===== src/rtl/except_redirect_ctrl_pkg.sv =====
// Shared definitions for the exception/ERET redirect controller.
// Covers CP0 register numbers, ExcCodes, the entry vector, field positions and word packers.
package except_redirect_ctrl_pkg;

  localparam logic [4:0] CP0_BADVADDR = 5'd8;
  localparam logic [4:0] CP0_COUNT    = 5'd9;
  localparam logic [4:0] CP0_COMPARE  = 5'd11;
  localparam logic [4:0] CP0_STATUS   = 5'd12;
  localparam logic [4:0] CP0_CAUSE    = 5'd13;
  localparam logic [4:0] CP0_EPC      = 5'd14;

  localparam logic [4:0] EXC_INT  = 5'h00;
  localparam logic [4:0] EXC_ADEL = 5'h04;
  localparam logic [4:0] EXC_ADES = 5'h05;
  localparam logic [4:0] EXC_SYS  = 5'h08;
  localparam logic [4:0] EXC_BP   = 5'h09;
  localparam logic [4:0] EXC_RI   = 5'h0A;
  localparam logic [4:0] EXC_OV   = 5'h0C;

  localparam logic [31:0] EXC_VECTOR = 32'hBFC0_0380;

  localparam int STATUS_IE_BIT  = 0;
  localparam int STATUS_EXL_BIT = 1;
  localparam int STATUS_IM_LSB  = 8;
  localparam int STATUS_BEV_BIT = 22;
  localparam int CAUSE_EXC_LSB  = 2;
  localparam int CAUSE_IP_LSB   = 8;
  localparam int CAUSE_TI_BIT   = 30;
  localparam int CAUSE_BD_BIT   = 31;

  // Bit positions inside exc_flags = {adel_if, ri, ov, sys, bp, adel_ld, ades}
  localparam int FLAG_ADEL_IF = 6;
  localparam int FLAG_RI      = 5;
  localparam int FLAG_OV      = 4;
  localparam int FLAG_SYS     = 3;
  localparam int FLAG_BP      = 2;
  localparam int FLAG_ADEL_LD = 1;
  localparam int FLAG_ADES    = 0;

  typedef enum logic {ST_IDLE, ST_REDIR} redir_state_e;

  function automatic logic [31:0] status_word(input logic [7:0] im, input logic exl,
                                              input logic ie);
    logic [31:0] w;
    w = '0;
    w[STATUS_BEV_BIT] = 1'b1;
    w[STATUS_IM_LSB +: 8] = im;
    w[STATUS_EXL_BIT] = exl;
    w[STATUS_IE_BIT] = ie;
    return w;
  endfunction

  function automatic logic [31:0] cause_word(input logic bd, input logic ti,
                                             input logic [7:0] ip, input logic [4:0] exc);
    logic [31:0] w;
    w = '0;
    w[CAUSE_BD_BIT] = bd;
    w[CAUSE_TI_BIT] = ti;
    w[CAUSE_IP_LSB +: 8] = ip;
    w[CAUSE_EXC_LSB +: 5] = exc;
    return w;
  endfunction

endpackage


===== src/rtl/except_redirect_ctrl_cp0_timer.sv =====
// CP0 Count/Compare pair: Count advances every other cycle, TI flags a Compare match.
module except_redirect_ctrl_cp0_timer #(
  parameter int WIDTH = 32
) (
  input  logic             clk,
  input  logic             rst,
  input  logic             count_we,
  input  logic             compare_we,
  input  logic [WIDTH-1:0] wdata,
  output logic [WIDTH-1:0] count,
  output logic [WIDTH-1:0] compare,
  output logic             ti
);

  logic             toggle_q, toggle_d;
  logic [WIDTH-1:0] count_q, count_d;
  logic [WIDTH-1:0] compare_q, compare_d;
  logic             ti_q, ti_d;

  always_comb begin
    toggle_d  = ~toggle_q;
    count_d   = count_q;
    compare_d = compare_q;
    ti_d      = ti_q;
    if (toggle_q) begin
      count_d = count_q + WIDTH'(1);
      if (count_d == compare_q) ti_d = 1'b1;
    end
    // A software write to Count replaces this cycle's increment
    if (count_we) count_d = wdata;
    if (compare_we) begin
      compare_d = wdata;
      ti_d      = 1'b0;
    end
  end

  always_ff @(posedge clk or negedge rst) begin
    if (!rst) begin
      toggle_q  <= 1'b0;
      count_q   <= '0;
      compare_q <= '0;
      ti_q      <= 1'b0;
    end else begin
      toggle_q  <= toggle_d;
      count_q   <= count_d;
      compare_q <= compare_d;
      ti_q      <= ti_d;
    end
  end

  assign count   = count_q;
  assign compare = compare_q;
  assign ti      = ti_q;

endmodule


===== src/rtl/except_redirect_ctrl.sv =====
// Precise exception / ERET controller at the MEM/WB boundary: CP0 subset, flush and PC redirect.
module except_redirect_ctrl
  import except_redirect_ctrl_pkg::*;
#(
  parameter int               WIDTH   = 32,
  parameter logic [WIDTH-1:0] EXC_VEC = WIDTH'(EXC_VECTOR)
) (
  input  logic             clk,
  input  logic             rst,
  input  logic             mem_valid,
  input  logic [WIDTH-1:0] mem_pc,
  input  logic             mem_bd,
  input  logic [WIDTH-1:0] mem_badaddr,
  input  logic [6:0]       exc_flags,
  input  logic             eret,
  input  logic [5:0]       hw_int,
  input  logic             stall,
  input  logic             cp0_we,
  input  logic [4:0]       cp0_waddr,
  input  logic [WIDTH-1:0] cp0_wdata,
  input  logic [4:0]       cp0_raddr,
  output logic [WIDTH-1:0] cp0_rdata,
  output logic             flush,
  output logic             pc_clear,
  output logic [WIDTH-1:0] except_pc
);

  redir_state_e     state_q, state_d;
  logic             flush_q, flush_d, pc_clear_q, pc_clear_d;
  logic [WIDTH-1:0] except_pc_q, except_pc_d;
  logic [7:0]       status_im_q, status_im_d;
  logic             status_exl_q, status_exl_d, status_ie_q, status_ie_d;
  logic             cause_bd_q, cause_bd_d;
  logic [5:0]       cause_ip_hw_q, cause_ip_hw_d;
  logic [1:0]       cause_ip_sw_q, cause_ip_sw_d;
  logic [4:0]       cause_exc_q, cause_exc_d;
  logic [WIDTH-1:0] epc_q, epc_d, badvaddr_q, badvaddr_d;

  logic             int_p, exc_take, accept, mtc0_en, badv_we;
  logic [4:0]       exc_code;
  logic [WIDTH-1:0] badv_val;
  logic             count_we, compare_we, timer_ti;
  logic [WIDTH-1:0] timer_count, timer_compare;

  except_redirect_ctrl_cp0_timer #(.WIDTH(WIDTH)) u_cp0_timer (
    .clk        (clk),
    .rst        (rst),
    .count_we   (count_we),
    .compare_we (compare_we),
    .wdata      (cp0_wdata),
    .count      (timer_count),
    .compare    (timer_compare),
    .ti         (timer_ti)
  );

  always_comb begin
    int_p    = status_ie_q & ~status_exl_q & |({cause_ip_hw_q, cause_ip_sw_q} & status_im_q);
    exc_take = 1'b1;
    exc_code = EXC_INT;
    badv_we  = 1'b0;
    badv_val = mem_badaddr;
    if (int_p) exc_code = EXC_INT;
    else if (exc_flags[FLAG_ADEL_IF]) begin
      exc_code = EXC_ADEL;
      badv_we  = 1'b1;
      badv_val = mem_pc;
    end
    else if (exc_flags[FLAG_RI])  exc_code = EXC_RI;
    else if (exc_flags[FLAG_OV])  exc_code = EXC_OV;
    else if (exc_flags[FLAG_SYS]) exc_code = EXC_SYS;
    else if (exc_flags[FLAG_BP])  exc_code = EXC_BP;
    else if (exc_flags[FLAG_ADEL_LD]) begin
      exc_code = EXC_ADEL;
      badv_we  = 1'b1;
    end
    else if (exc_flags[FLAG_ADES]) begin
      exc_code = EXC_ADES;
      badv_we  = 1'b1;
    end
    else exc_take = 1'b0;
    accept  = (state_q == ST_IDLE) & mem_valid & ~stall & (exc_take | eret);
    mtc0_en = cp0_we & ~accept;
  end

  assign count_we   = mtc0_en & (cp0_waddr == CP0_COUNT);
  assign compare_we = mtc0_en & (cp0_waddr == CP0_COMPARE);

  always_comb begin
    state_d       = state_q;
    flush_d       = flush_q;
    pc_clear_d    = pc_clear_q;
    except_pc_d   = except_pc_q;
    status_im_d   = status_im_q;
    status_exl_d  = status_exl_q;
    status_ie_d   = status_ie_q;
    cause_bd_d    = cause_bd_q;
    cause_ip_hw_d = {hw_int[5] | timer_ti, hw_int[4:0]};
    cause_ip_sw_d = cause_ip_sw_q;
    cause_exc_d   = cause_exc_q;
    epc_d         = epc_q;
    badvaddr_d    = badvaddr_q;

    if (mtc0_en) begin
      case (cp0_waddr)
        CP0_STATUS: begin
          status_im_d  = cp0_wdata[STATUS_IM_LSB +: 8];
          status_exl_d = cp0_wdata[STATUS_EXL_BIT];
          status_ie_d  = cp0_wdata[STATUS_IE_BIT];
        end
        CP0_CAUSE: cause_ip_sw_d = cp0_wdata[CAUSE_IP_LSB +: 2];
        CP0_EPC:   epc_d = cp0_wdata;
        default: ;
      endcase
    end

    case (state_q)
      ST_IDLE: begin
        if (accept) begin
          state_d    = ST_REDIR;
          flush_d    = 1'b1;
          pc_clear_d = 1'b1;
          if (exc_take) begin
            cause_exc_d = exc_code;
            if (badv_we) badvaddr_d = badv_val;
            // Nested exceptions keep the original return point
            if (!status_exl_q) begin
              epc_d      = mem_bd ? (mem_pc - WIDTH'(4)) : mem_pc;
              cause_bd_d = mem_bd;
            end
            status_exl_d = 1'b1;
            except_pc_d  = EXC_VEC;
          end else begin
            status_exl_d = 1'b0;
            except_pc_d  = epc_q;
          end
        end
      end
      ST_REDIR: begin
        if (!stall) begin
          state_d    = ST_IDLE;
          flush_d    = 1'b0;
          pc_clear_d = 1'b0;
        end
      end
      default: state_d = ST_IDLE;
    endcase
  end

  always_ff @(posedge clk or negedge rst) begin
    if (!rst) begin
      state_q       <= ST_IDLE;
      flush_q       <= 1'b0;
      pc_clear_q    <= 1'b0;
      except_pc_q   <= '0;
      status_im_q   <= '0;
      status_exl_q  <= 1'b0;
      status_ie_q   <= 1'b0;
      cause_bd_q    <= 1'b0;
      cause_ip_hw_q <= '0;
      cause_ip_sw_q <= '0;
      cause_exc_q   <= '0;
      epc_q         <= '0;
      badvaddr_q    <= '0;
    end else begin
      state_q       <= state_d;
      flush_q       <= flush_d;
      pc_clear_q    <= pc_clear_d;
      except_pc_q   <= except_pc_d;
      status_im_q   <= status_im_d;
      status_exl_q  <= status_exl_d;
      status_ie_q   <= status_ie_d;
      cause_bd_q    <= cause_bd_d;
      cause_ip_hw_q <= cause_ip_hw_d;
      cause_ip_sw_q <= cause_ip_sw_d;
      cause_exc_q   <= cause_exc_d;
      epc_q         <= epc_d;
      badvaddr_q    <= badvaddr_d;
    end
  end

  always_comb begin
    case (cp0_raddr)
      CP0_BADVADDR: cp0_rdata = badvaddr_q;
      CP0_COUNT:    cp0_rdata = timer_count;
      CP0_COMPARE:  cp0_rdata = timer_compare;
      CP0_STATUS:   cp0_rdata = WIDTH'(status_word(status_im_q, status_exl_q, status_ie_q));
      CP0_CAUSE:    cp0_rdata = WIDTH'(cause_word(cause_bd_q, timer_ti,
                                                  {cause_ip_hw_q, cause_ip_sw_q}, cause_exc_q));
      CP0_EPC:      cp0_rdata = epc_q;
      default:      cp0_rdata = '0;
    endcase
  end

  assign flush     = flush_q;
  assign pc_clear  = pc_clear_q;
  assign except_pc = except_pc_q;

endmodule


===== config.mk =====
export PLATFORM = sky130hd
export DESIGN_NAME = except_redirect_ctrl
export DESIGN_NICKNAME = d
export VERILOG_FILES = /design/src/rtl/except_redirect_ctrl_pkg.sv /design/src/rtl/except_redirect_ctrl_cp0_timer.sv /design/src/rtl/except_redirect_ctrl.sv
export SDC_FILE = /design/constraint.sdc
export NUM_CORES = 1
export LEC_CHECK = 0
export BUFFER_PORTS_ARGS = -buffer_cell sky130_fd_sc_hd__buf_4
export CAP_MARGIN = 5
export CORE_MARGIN = 2
export CORE_UTILIZATION = 35
export CTS_CLUSTER_SIZE = 24
export DETAILED_ROUTE_END_ITERATION = 7
export PLACE_DENSITY = 0.57
export SYNTH_ARGS = -nofsm -noshare
export SYNTH_HDL_FRONTEND = slang
export SYNTH_HIERARCHICAL = 1
export SYNTH_SLANG_ARGS = --single-unit
export TNS_END_PERCENT = 20

===== constraint.sdc =====
create_clock -name clk -period 5.2 [get_ports clk]
set_input_delay 0.78 -clock clk [delete_from_list [all_inputs] [get_ports clk]]
set_output_delay 0.78 -clock clk [all_outputs]
set_load 0.02 [all_outputs]

==> metrics.md, run 1 <==
| Metric | Value |
|---|---|
| Status | `complete, but fails checks` |
| Failing checks | `DRC` |
| Clock Tree Root | `clkbuf_16` |
| Critical path's slowest cell | `nor4_1` |
| Clk pin slew, worst setup/hold paths | `80 ps` |
| Via count | `9789` |
| DRC | `5` |
| Total power | `0.00471 W` |
| Register-to-Register Setup Slack | `1770 ps` |
| Post-layout min period | `3430 ps` |
| Share of cells above drive strength 1 | `24.7%` |
| Core area | `0.0297 sq mm` |
| Setup Buffers After CTS | `0` |
| Row count | `63` |
| Crit path kind | `reg -> reg` |
| Fin. max-slew vios | `0` |
| Initial antenna violation count | `0` |
| WL/cell | `23.8 microns` |
| Layout Nets | `1371` |
| Critical path data arrival time | `3770 ps` |
| CTS tree | `done` |
| Final Cell Area | `0.0130 sq mm` |
| All-Layer GR Usage | `24.9%` |
| HPWL after DPL | `29.1 mm` |
| Synth warn | `6` |
| RSZ-0062 raised after global routing | `no` |
| # diodes | `0` |
| Pin count of the biggest net entering global routing | `97` |
| Pwr Density | `362 mW/mm^2` |
| DP Area | `0.0124 sq mm` |
| Crit path cell chain | `ha_1 > nand3_1 > nor4_1 > a31oi_1 > or4_1 > nor3_1 > nand4_1 > o41ai_2` |
| Routed vias/inst | `5.95` |
| Setup TNS | `0 ps` |
| Main synth FF type | `dfrtp_1` |
| Peak supply drop | `255 uV` |
| Setup crit end kind | `register` |
| Crit path max fanout | `9` |
| Most frequent cells in the layout | `buf_4 (207), dfrtp_1 (187), nand2_1 (107)` |
| Worst EP required | `5530 ps` |
| Vias in the first global route | `9349` |
| Clk_lat worst skew | `440 ps` |
| 1st-pass router iterations | `8` |
| Mapped Avg Cell Area | `9.71 sq um` |
| Die Span Y | `178 microns` |
| Die W | `178 microns` |
| # clock sinks | `187` |
| Post-CTS Resized | `0` |
| Die area | `0.0316 sq mm` |
| Synth Instances | `1090` |
| Layout Utilization | `43.8%` |
| Final Instance Count excl. Fillers | `1646` |
| Ports | `192` |
| Pleak | `5.47 nW` |
| Post-Syn Area | `0.0106 sq mm` |
| Final wirelength | `39.1 mm` |
| Max-cap violation count | `0` |
| Most common cell after layout, fill and taps aside | `buf_4` |
| Initial Utilization | `35.6%` |
| Gr ovfl total | `0` |
| Slowest Stage Delay on Critical Path | `810 ps` |
| GPL Wtd Cong | `0.902` |
| Final Setup Violations | `0` |
| CTS max path bufs | `2` |
| Rel. slew slack | `31.3%` |
| Total CTS buffers | `17` |
| Layout Skew | `17.2 ps` |
| Hold crit path type | `in -> async` |
| First DRT Iteration DRCs | `1074` |
| Hold Buf Count CTS | `0` |
| Layout fillers | `2847` |
| Fmax | `291 MHz` |
| Cell variety after synth | `67` |
| Ys async rst share | `100%` |
| Final Hold Viols | `0` |
| Startpoint types | `register` |
| Total placed cells including tap cells | `1614` |
| EDFF count, synth | `0` |
| Slew @ Worst Pin | `1030 ps` |
| Yosys reg bits | `187` |
| Seq/Total Area, Yosys | `44.2%` |
| H-tree Lvls | `4` |
| Final ANT Viol Nets | `0` |
| P&R area growth vs syn | `22.9%` |
| Tcrit/Tclk final | `66.0%` |
| I/O Buffers | `191` |
| Syn_nets | `1218` |
| First-pass GRT wire length | `59.2 mm` |
==> synthesized netlist by cell type (30+ instances only) <==
| cell type | number | share of area (%) |
|---|---|---|
| nor2_1 | 66 | 2.3 |
| a21oi_1 | 48 | 2.3 |
| xnor2_1 | 61 | 5.0 |
| mux2i_1 | 45 | 4.3 |
| o21ai_0 | 57 | 2.7 |
| nor3_1 | 30 | 1.4 |
| nand3_1 | 32 | 1.5 |
| xor2_1 | 38 | 3.1 |
| clkbuf_1 | 60 | 2.1 |
| mux2_2 | 43 | 4.6 |
| nand2_1 | 107 | 3.8 |
| a22oi_1 | 82 | 5.8 |
| dfrtp_1 | 187 | 44 |
==> power breakdown <==
part	leakage, nW	internal (W)	switching, W
registers	2.25	0.00176	0.000478
logic	2.93	0.000513	0.000598
clock network	0.292	0.000734	0.000629
total	5.47	0.00301	0.00171
==> logic make-up after synthesis <==
group                    count (synthesis)  synth area share (%)
AND/OR/NAND/NOR                        343                  16.6
AO/OA/AOI/OAI                          286                  18.7
flip-flops                             187                  44.2
XOR/XNOR                                99                  8.19
multiplexers                            88                  8.83
buffers and inverters                   85                  3.24
adder cells (fa/ha/maj)                  2                 0.236
==> state kept, by name, indices dropped and copies added (netlist names), 2 cells and up <==
| name | flops |
|---|---|
| badvaddr_q | 32 |
| except_pc | 32 |
| cause_exc_q | 4 |
| status_im_q | 8 |
| u_cp0_timer/count | 32 |
| cause_ip_hw_q | 6 |
| u_cp0_timer/compare | 32 |
| cause_ip_sw_q | 2 |
| epc_q | 32 |
==> path summary, 6_finish.rpt <==
path                                                        from                           end  depth (start not counted)
worst max register to register  u_cp0_timer/count[0]$_DFFE_PN0P_    u_cp0_timer/ti$_DFFE_PN0P_                          8
worst max-delay path            u_cp0_timer/count[0]$_DFFE_PN0P_    u_cp0_timer/ti$_DFFE_PN0P_                          8
worst min register to register            cause_bd_q$_DFFE_PN0P_        cause_bd_q$_DFFE_PN0P_                          2
max in group asynchronous                                    rst  cause_ip_sw_q[0]$_DFFE_PN0P_                          2
min in group clk                                       hw_int[4]    cause_ip_hw_q[4]$_DFF_PN0_                          1
worst min-delay path                                         rst     badvaddr_q[0]$_DFFE_PN0P_                          1
==> final cells by class <==
class | count | area [sq um] | area share (%)
clock inverter | 14 | 156 | 1.20
timing repair buffer | 208 | 1570 | 12.1
tap | 390 | 488 | 3.75
multi-input combinational | 818 | 5630 | 43.3
inverter | 11 | 41.3 | 0.317
clock buffer | 18 | 439 | 3.38
sequential | 187 | 4680 | 36.0
==> critical path: cells and delay by family (launching register included) <==
| family | cells | cell delay (ps) |
|---|---|---|
| AO/OA/AOI/OAI | 2 | 480 |
| adder cells (fa/ha/maj) | 1 | 420 |
| flip-flops | 1 | 490 |
| AND/OR/NAND/NOR | 5 | 1950 |
==> metal layers <==
layer  wire length, microns  up-vias  GRT usage, %
li1                       -     4366             -
met1                  17800     4912          37.6
met2                  17300      469          36.6
met3                   3260       42          4.35
met4                    790        0          6.63
met5                      0        -             0
==> metrics by stage <==
stage          setup WS (ps)  hold slack (ps)
2_1_floorplan           1690              440
3_3_place_gp            1480              489
3_5_place_dp            1440              494
4_1_cts                 1810              433
5_1_grt                 1650              433
6_report                1770              413
Note: power is estimated with default switching activity, not from simulation.
==> run 2, diff against run 1 <==
==> constraint.sdc (replaced) <==
create_clock -name clk -period 3.5 [get_ports clk]
set_input_delay 0.525 -clock clk [delete_from_list [all_inputs] [get_ports clk]]
set_output_delay 0.525 -clock clk [all_outputs]
set_load 0.02 [all_outputs]
==> run 2 against run 1 <==
The run now ends clean; sequential power increased by 48%; utilization increased by 0.61 points; hold slack got worse by 330 ps; critical path type unchanged; critical endpoint unchanged; largest cell class unchanged.
==> metrics.md, run 2 (synthesis results as in run 1) <==
| Metric | Value |
|---|---|
| Part of the power in registers | `47.0% (-0.5 points)` |
| Final Hold Viols | `0 (unchanged)` |
| Logic gate share of total power | `24.1% (+0.5 points)` |
| I/O Buffers | `191 (unchanged)` |
| 1st-pass router iterations | `7 (-1)` |
| Final Setup Violations | `0 (unchanged)` |
| Final Instance Count excl. Fillers | `1663 (+1.0%)` |
| Pwr Density | `534 mW/mm^2 (+47%)` |
| Most frequent cells in the layout | `buf_4 (222), dfrtp_1 (187), nand2_1 (107)` |
| Total CTS buffers | `17 (unchanged)` |
| HPWL after DPL | `29.3 mm (+0.69%)` |
| Peak supply drop | `373 uV (+46%)` |
| Die area | `0.0316 sq mm (unchanged)` |
| First-pass GRT wire length | `58.3 mm (-1.5%)` |
| Rel. slew slack | `23.9% (-7.4 points)` |
| Routed vias/inst | `5.84 (-1.9%)` |
| Initial antenna violation count | `0 (unchanged)` |
| RSZ-0062 raised after global routing | `no` |
| Crit path cell chain | `nor3b_2 > buf_4 > o21ai_4 > o21a_1 > nand2_1 > nor4b_2 > or4_1 > or4_1 > nor3_1 > nand4_1 > o41ai_2` |
| Layout Utilization | `44.4% (+0.61 points)` |
| DRC | `0 (-5)` |
| Tcrit/Tclk final | `86.5% (+20 points)` |
| Core area | `0.0297 sq mm (unchanged)` |
| Setup TNS | `0 ps (unchanged)` |
| Clock Tree Root | `clkbuf_16` |
| Critical path's slowest cell | `or4_1` |
| Worst EP required | `3830 ps (-1700 ps)` |
| Status | `finished, final reports clean` |
| Final ANT Viol Nets | `0 (unchanged)` |
| Max-cap violation count | `0 (unchanged)` |
| First DRT Iteration DRCs | `946 (-12%)` |
| # diodes | `0 (unchanged)` |
| Post-layout min period | `3030 ps (-405 ps)` |
| Crit path max fanout | `4 (-5)` |
| Slew @ Worst Pin | `1140 ps (+104 ps)` |
| Clk pin slew, worst setup/hold paths | `80 ps (about the same)` |
| Pint | `0.00456 W (+52%)` |
| Hold crit path type | `in -> async` |
| Row count | `63 (unchanged)` |
| Initial Utilization | `35.6% (unchanged)` |
| CTS tree | `done` |
| Share of cells above drive strength 1 | `25.6% (+0.93 points)` |
| CTS max path bufs | `2 (unchanged)` |
| Vias in the first global route | `9139 (-2.2%)` |
| Net Switching | `0.00249 W (+46%)` |
| Setup crit end kind | `register` |
| Via count | `9704 (-0.87%)` |
| Final wirelength | `38.9 mm (-0.59%)` |
| Die W | `178 microns (unchanged)` |
| Die Span Y | `178 microns (unchanged)` |
| Pin count of the biggest net entering global routing | `72 (-26%)` |
| Slowest Stage Delay on Critical Path | `570 ps (-240 ps)` |
| Post-CTS Resized | `0 (unchanged)` |
| Hold_ws | `81.7 ps (-332 ps)` |
| Fin. max-slew vios | `0 (unchanged)` |
| Hold Buf Count CTS | `0 (unchanged)` |
| Clock share of power | `28.9% (about the same)` |
| Startpoint types | `register` |
| GPL Wtd Cong | `0.928 (+2.9%)` |
| Fmax | `330 MHz (+13%)` |
| Layout Nets | `1389 (+1.3%)` |
| Most common cell after layout, fill and taps aside | `buf_4` |
| Cell repeated most along the worst path | `or4_1` |
| # clock sinks | `187 (unchanged)` |
| Gr ovfl total | `0 (unchanged)` |
| Critical path data arrival time | `3360 ps (-410 ps)` |
| Worst Path Buf+Inv | `1 (+1)` |
| Total power | `0.00704 W (+49%)` |
| Total placed cells including tap cells | `1632 (+1.1%)` |
| Pleak | `5.57 nW (+1.8%)` |
| All-Layer GR Usage | `24.7% (-0.19 points)` |
| Switching Fraction | `35.3% (-0.88 points)` |
| Setup Buffers After CTS | `0 (unchanged)` |
| Clk_lat worst skew | `430 ps (about the same)` |
| Register-to-Register Setup Slack | `470 ps (-1290 ps)` |
| Top delay family on crit path | `simple AND/OR/NAND/NOR gates` |
| Layout Skew | `16.4 ps (-0.781 ps)` |
| WL/cell | `23.4 microns (-1.6%)` |
| P&R area growth vs syn | `24.6%` |
| Ports | `192 (unchanged)` |
| Crit path kind | `reg -> reg` |
| H-tree Lvls | `4 (unchanged)` |
==> run 2: final cells by class <==
type / count / area, sq um
Clock buffer: 19 / 443
Clock inverter: 12 / 160
Fill cell: 2922 / 16500
Inverter: 11 / 41.3
Multi-Input combinational cell: 818 / 5630
Sequential cell: 187 / 4680
Tap cell: 390 / 488
Timing Repair Buffer: 226 / 1740
==> run 2: metal layers <==
metal,share of wire [%],up-vias,routed length [microns],GRT usage (%)
li1,-,4409,-,-
met1,46,4792,17800,37.6
met2,43,454,16900,35.4
met3,8.5,49,3300,4.65
met4,2.5,0,958,7.38
met5,0,-,0,0
==> run 2: worst paths after layout <==
check	start	end	cells after the start
max reg2reg	state_q$_DFF_PN0_	u_cp0_timer/ti$_DFFE_PN0P_	11
min in group clk	hw_int[0]	cause_ip_hw_q[0]$_DFF_PN0_	1
min reg2reg	except_pc[5]$_DFFE_PN0P_	except_pc[5]$_DFFE_PN0P_	1
max	state_q$_DFF_PN0_	u_cp0_timer/ti$_DFFE_PN0P_	11
max in group asynchronous	rst	except_pc[15]$_DFFE_PN0P_	2
min	rst	badvaddr_q[0]$_DFFE_PN0P_	1
==> run 2: worst reg2reg max path: stages (launching register included) <==
cell     delay [ps]
dfrtp_1         410
nor3b_2         320
buf_4           200
o21ai_4          70
o21a_1          130
nand2_1         120
nor4b_2          70
or4_1           530
or4_1           570
nor3_1          170
nand4_1         130
o41ai_2         210
==> run 2: power by group through the flow <==
stage	clock [W]	combinational (W)	sequential (W)
floorplan	0	0.00120	0.00297
global placement	0	0.00165	0.00331
detailed placement	0	0.00168	0.00332
CTS	0.00206	0.00169	0.00328
global route	0.00214	0.00187	0.00336
finish	0.00203	0.00170	0.00331
==> run 2: metrics by stage <==
| step | worst slack, ps | cell area (sq um) |
|---|---|---|
| 2_1_floorplan | 242 | 10600 |
| 3_3_place_gp | 299 | 12600 |
| 3_5_place_dp | 246 | 12600 |
| 4_1_cts | 495 | 13200 |
| 5_1_grt | 300 | 13200 |
| 6_report | 471 | 13200 |
==> run 3, diff against run 2 <==
--- a/config.mk
+++ b/config.mk
@@ -11,7 +11,7 @@
 export CORE_UTILIZATION = 35
 export CTS_CLUSTER_SIZE = 24
 export DETAILED_ROUTE_END_ITERATION = 7
-export PLACE_DENSITY = 0.57
+export PLACE_DENSITY = 0.54
 export SYNTH_ARGS = -nofsm -noshare
 export SYNTH_HDL_FRONTEND = slang
 export SYNTH_HIERARCHICAL = 1
==> run 3 against run 2 <==
Utilization about the same; clock power barely moved; first-iteration DRC count is 16% higher; global-route usage is 0.64 points higher; largest cell class unchanged; largest power group unchanged; register-to-register slack got worse by 40 ps.
==> metrics.md, run 3 (synthesis results as in run 1) <==
| Metric | Value |
|---|---|
| Clock Tree Root | `clkbuf_16` |
| DRC | `0 (unchanged)` |
| Final Hold Viols | `0 (unchanged)` |
| Crit path max fanout | `9 (+5)` |
| Final Cell Area | `0.0132 sq mm (about the same)` |
| Most frequent cells in the layout | `buf_4 (218), dfrtp_1 (187), nand2_1 (107)` |
| Row count | `63 (unchanged)` |
| Peak supply drop | `347 uV (-7.1%)` |
| # diodes | `0 (unchanged)` |
| Vias in the first global route | `9262 (+1.3%)` |
| Core area | `0.0297 sq mm (unchanged)` |
| Die W | `178 microns (unchanged)` |
| All-Layer GR Usage | `25.4% (+0.64 points)` |
| RSZ-0062 raised after global routing | `no` |
| Die Span Y | `178 microns (unchanged)` |
| Routed vias/inst | `5.88 (+0.77%)` |
| I/O Buffers | `191 (unchanged)` |
| Register-to-Register Setup Slack | `430 ps (-40 ps)` |
| Pleak | `5.56 nW (-0.13%)` |
| Slew @ Worst Pin | `940 ps (-195 ps)` |
| Logic gate share of total power | `23.9% (-0.2 points)` |
| P&R area growth vs syn | `24.5% (about the same)` |
| # clock sinks | `187 (unchanged)` |
| Final Setup Violations | `0 (unchanged)` |
| Setup TNS | `0 ps (unchanged)` |
| Fmax | `325 MHz (-1.4%)` |
| DP Area | `0.0126 sq mm (about the same)` |
| Share of cells above drive strength 1 | `25.5% (-0.097 points)` |
| Part of the power in registers | `46.9% (about the same)` |
| Most common cell after layout, fill and taps aside | `buf_4` |
| WL/cell | `24.0 microns (+2.5%)` |
| Post-CTS Resized | `0 (unchanged)` |
| Die area | `0.0316 sq mm (unchanged)` |
| Met3 Routed Length | `3.40 mm (+3.1%)` |
| H-tree Lvls | `4 (unchanged)` |
| Hold Buf Count CTS | `0 (unchanged)` |
| Setup Buffers After CTS | `0 (unchanged)` |
| Layout Nets | `1386 (-0.22%)` |
| Initial antenna violation count | `0 (unchanged)` |
| Pre-CTS WS | `314 ps (+68.0 ps)` |
| Max Used Layer | `met4` |
| Setup crit end kind | `register` |
| Clock share of power | `29.2% (+0.3 points)` |
| Max-cap violation count | `0 (unchanged)` |
| Hold_ws | `71.3 ps (-10.4 ps)` |
| CTS tree | `done` |
| Crit path kind | `reg -> reg` |
| Pwr Density | `533 mW/mm^2 (-0.27%)` |
| Post-Route M1 WL | `18.4 mm (+3.9%)` |
| First-pass GRT wire length | `59.4 mm (+1.9%)` |
| Clk pin slew, worst setup/hold paths | `80 ps (about the same)` |
| Switching Fraction | `35.2% (-0.076 points)` |
| Initial Utilization | `35.6% (unchanged)` |
| Final setup margin | `427 ps (-44.0 ps)` |
| GPL Wtd Cong | `0.886 (-4.6%)` |
| First DRT Iteration DRCs | `1100 (+16%)` |
| Gr ovfl total | `0 (unchanged)` |
| 1st-pass router iterations | `6 (-1)` |
| Final wirelength | `39.8 mm (+2.4%)` |
| Ports | `192 (unchanged)` |
| Met2 wire length | `17.2 mm (+1.7%)` |
| Pin count of the biggest net entering global routing | `70 (-2.8%)` |
| Tcrit/Tclk final | `87.8% (+1.3 points)` |
| Layout Skew | `16.4 ps (-0.00440 ps)` |
| Total CTS buffers | `17 (unchanged)` |
| Net Switching | `0.00247 W (-0.54%)` |
| Critical path data arrival time | `3410 ps (+50 ps)` |
| Layout Utilization | `44.3% (about the same)` |
| Clk_lat worst skew | `440 ps (about the same)` |
| Startpoint types | `register` |
| Worst EP required | `3840 ps (about the same)` |
| Post-layout min period | `3070 ps (+44.0 ps)` |
| Via count | `9761 (+0.59%)` |
| Fin. max-slew vios | `0 (unchanged)` |
| Status | `finished, final reports clean` |
| Final ANT Viol Nets | `0 (unchanged)` |
| Pint | `0.00455 W (-0.21%)` |
| CTS max path bufs | `2 (unchanged)` |
| Rel. slew slack | `36.7% (+13 points)` |
| HPWL after DPL | `29.7 mm (+1.3%)` |
| Hold crit path type | `in -> async` |
-- run 3: cell types whose count changed in the layout (fill, tap and decap cells not counted), sizes merged --
cell / previous run / this run
buf: 225 / 222
-- run 3: final timing paths --
path                                                  start                    endpoint  depth (start not counted)
max in group asynchronous                               rst         epc_q[15]$_DFF_PN0_                          2
setup reg to reg           u_cp0_timer/count[0]$_DFFE_PN0P_  u_cp0_timer/ti$_DFFE_PN0P_                          8
hold / removal                                          rst   badvaddr_q[4]$_DFFE_PN0P_                          1
setup / recovery           u_cp0_timer/count[0]$_DFFE_PN0P_  u_cp0_timer/ti$_DFFE_PN0P_                          8
hold reg to reg                      cause_bd_q$_DFFE_PN0P_      cause_bd_q$_DFFE_PN0P_                          2
min in group clk                                  hw_int[2]  cause_ip_hw_q[2]$_DFF_PN0_                          1
-- run 3: layer usage --
metal  GRT usage (%)  up-vias
met5               0        -
met4            6.97        0
met3            5.23       55
met2            36.3      471
met1            38.5     4830
li1                -     4405
-- run 3: per-stage QoR --
stage | cells | power (W)
floorplan | 1090 | 0.00417
global placement | 1629 | 0.00493
detailed placement | 1629 | 0.00496
CTS | 1660 | 0.00702
global route | 1660 | 0.00738
finish | 1660 | 0.00702
-- run 3: power groups by stage --
| stage | registers, W | logic [W] | clock network, W |
|---|---|---|---|
| after detailed placement | 0.00331 | 0.00166 | 0 |
| after global routing | 0.00335 | 0.00185 | 0.00218 |
| final | 0.00329 | 0.00168 | 0.00205 |
| after global placement | 0.00330 | 0.00163 | 0 |
| after CTS | 0.00327 | 0.00166 | 0.00209 |
| after floorplan | 0.00297 | 0.00120 | 0 |
-- run 3: final cells by class --
cell class | instances | area (sq um)
Timing Repair Buffer | 223 | 1730
Multi-Input combinational cell | 818 | 5630
Clock inverter | 12 | 163
Clock buffer | 19 | 443
Inverter | 11 | 41.3
Fill cell | 2866 | 16500
Tap cell | 390 | 488
Sequential cell | 187 | 4680
-- run 3: critical path, stage by stage, from the launching register on --
cell and delay, ps:
dfrtp_1 490, ha_1 400, nand3_1 250, or4_1 690, o21a_1 230, or3_1 350
a21oi_1 150, a41oi_1 70, o41ai_2 350
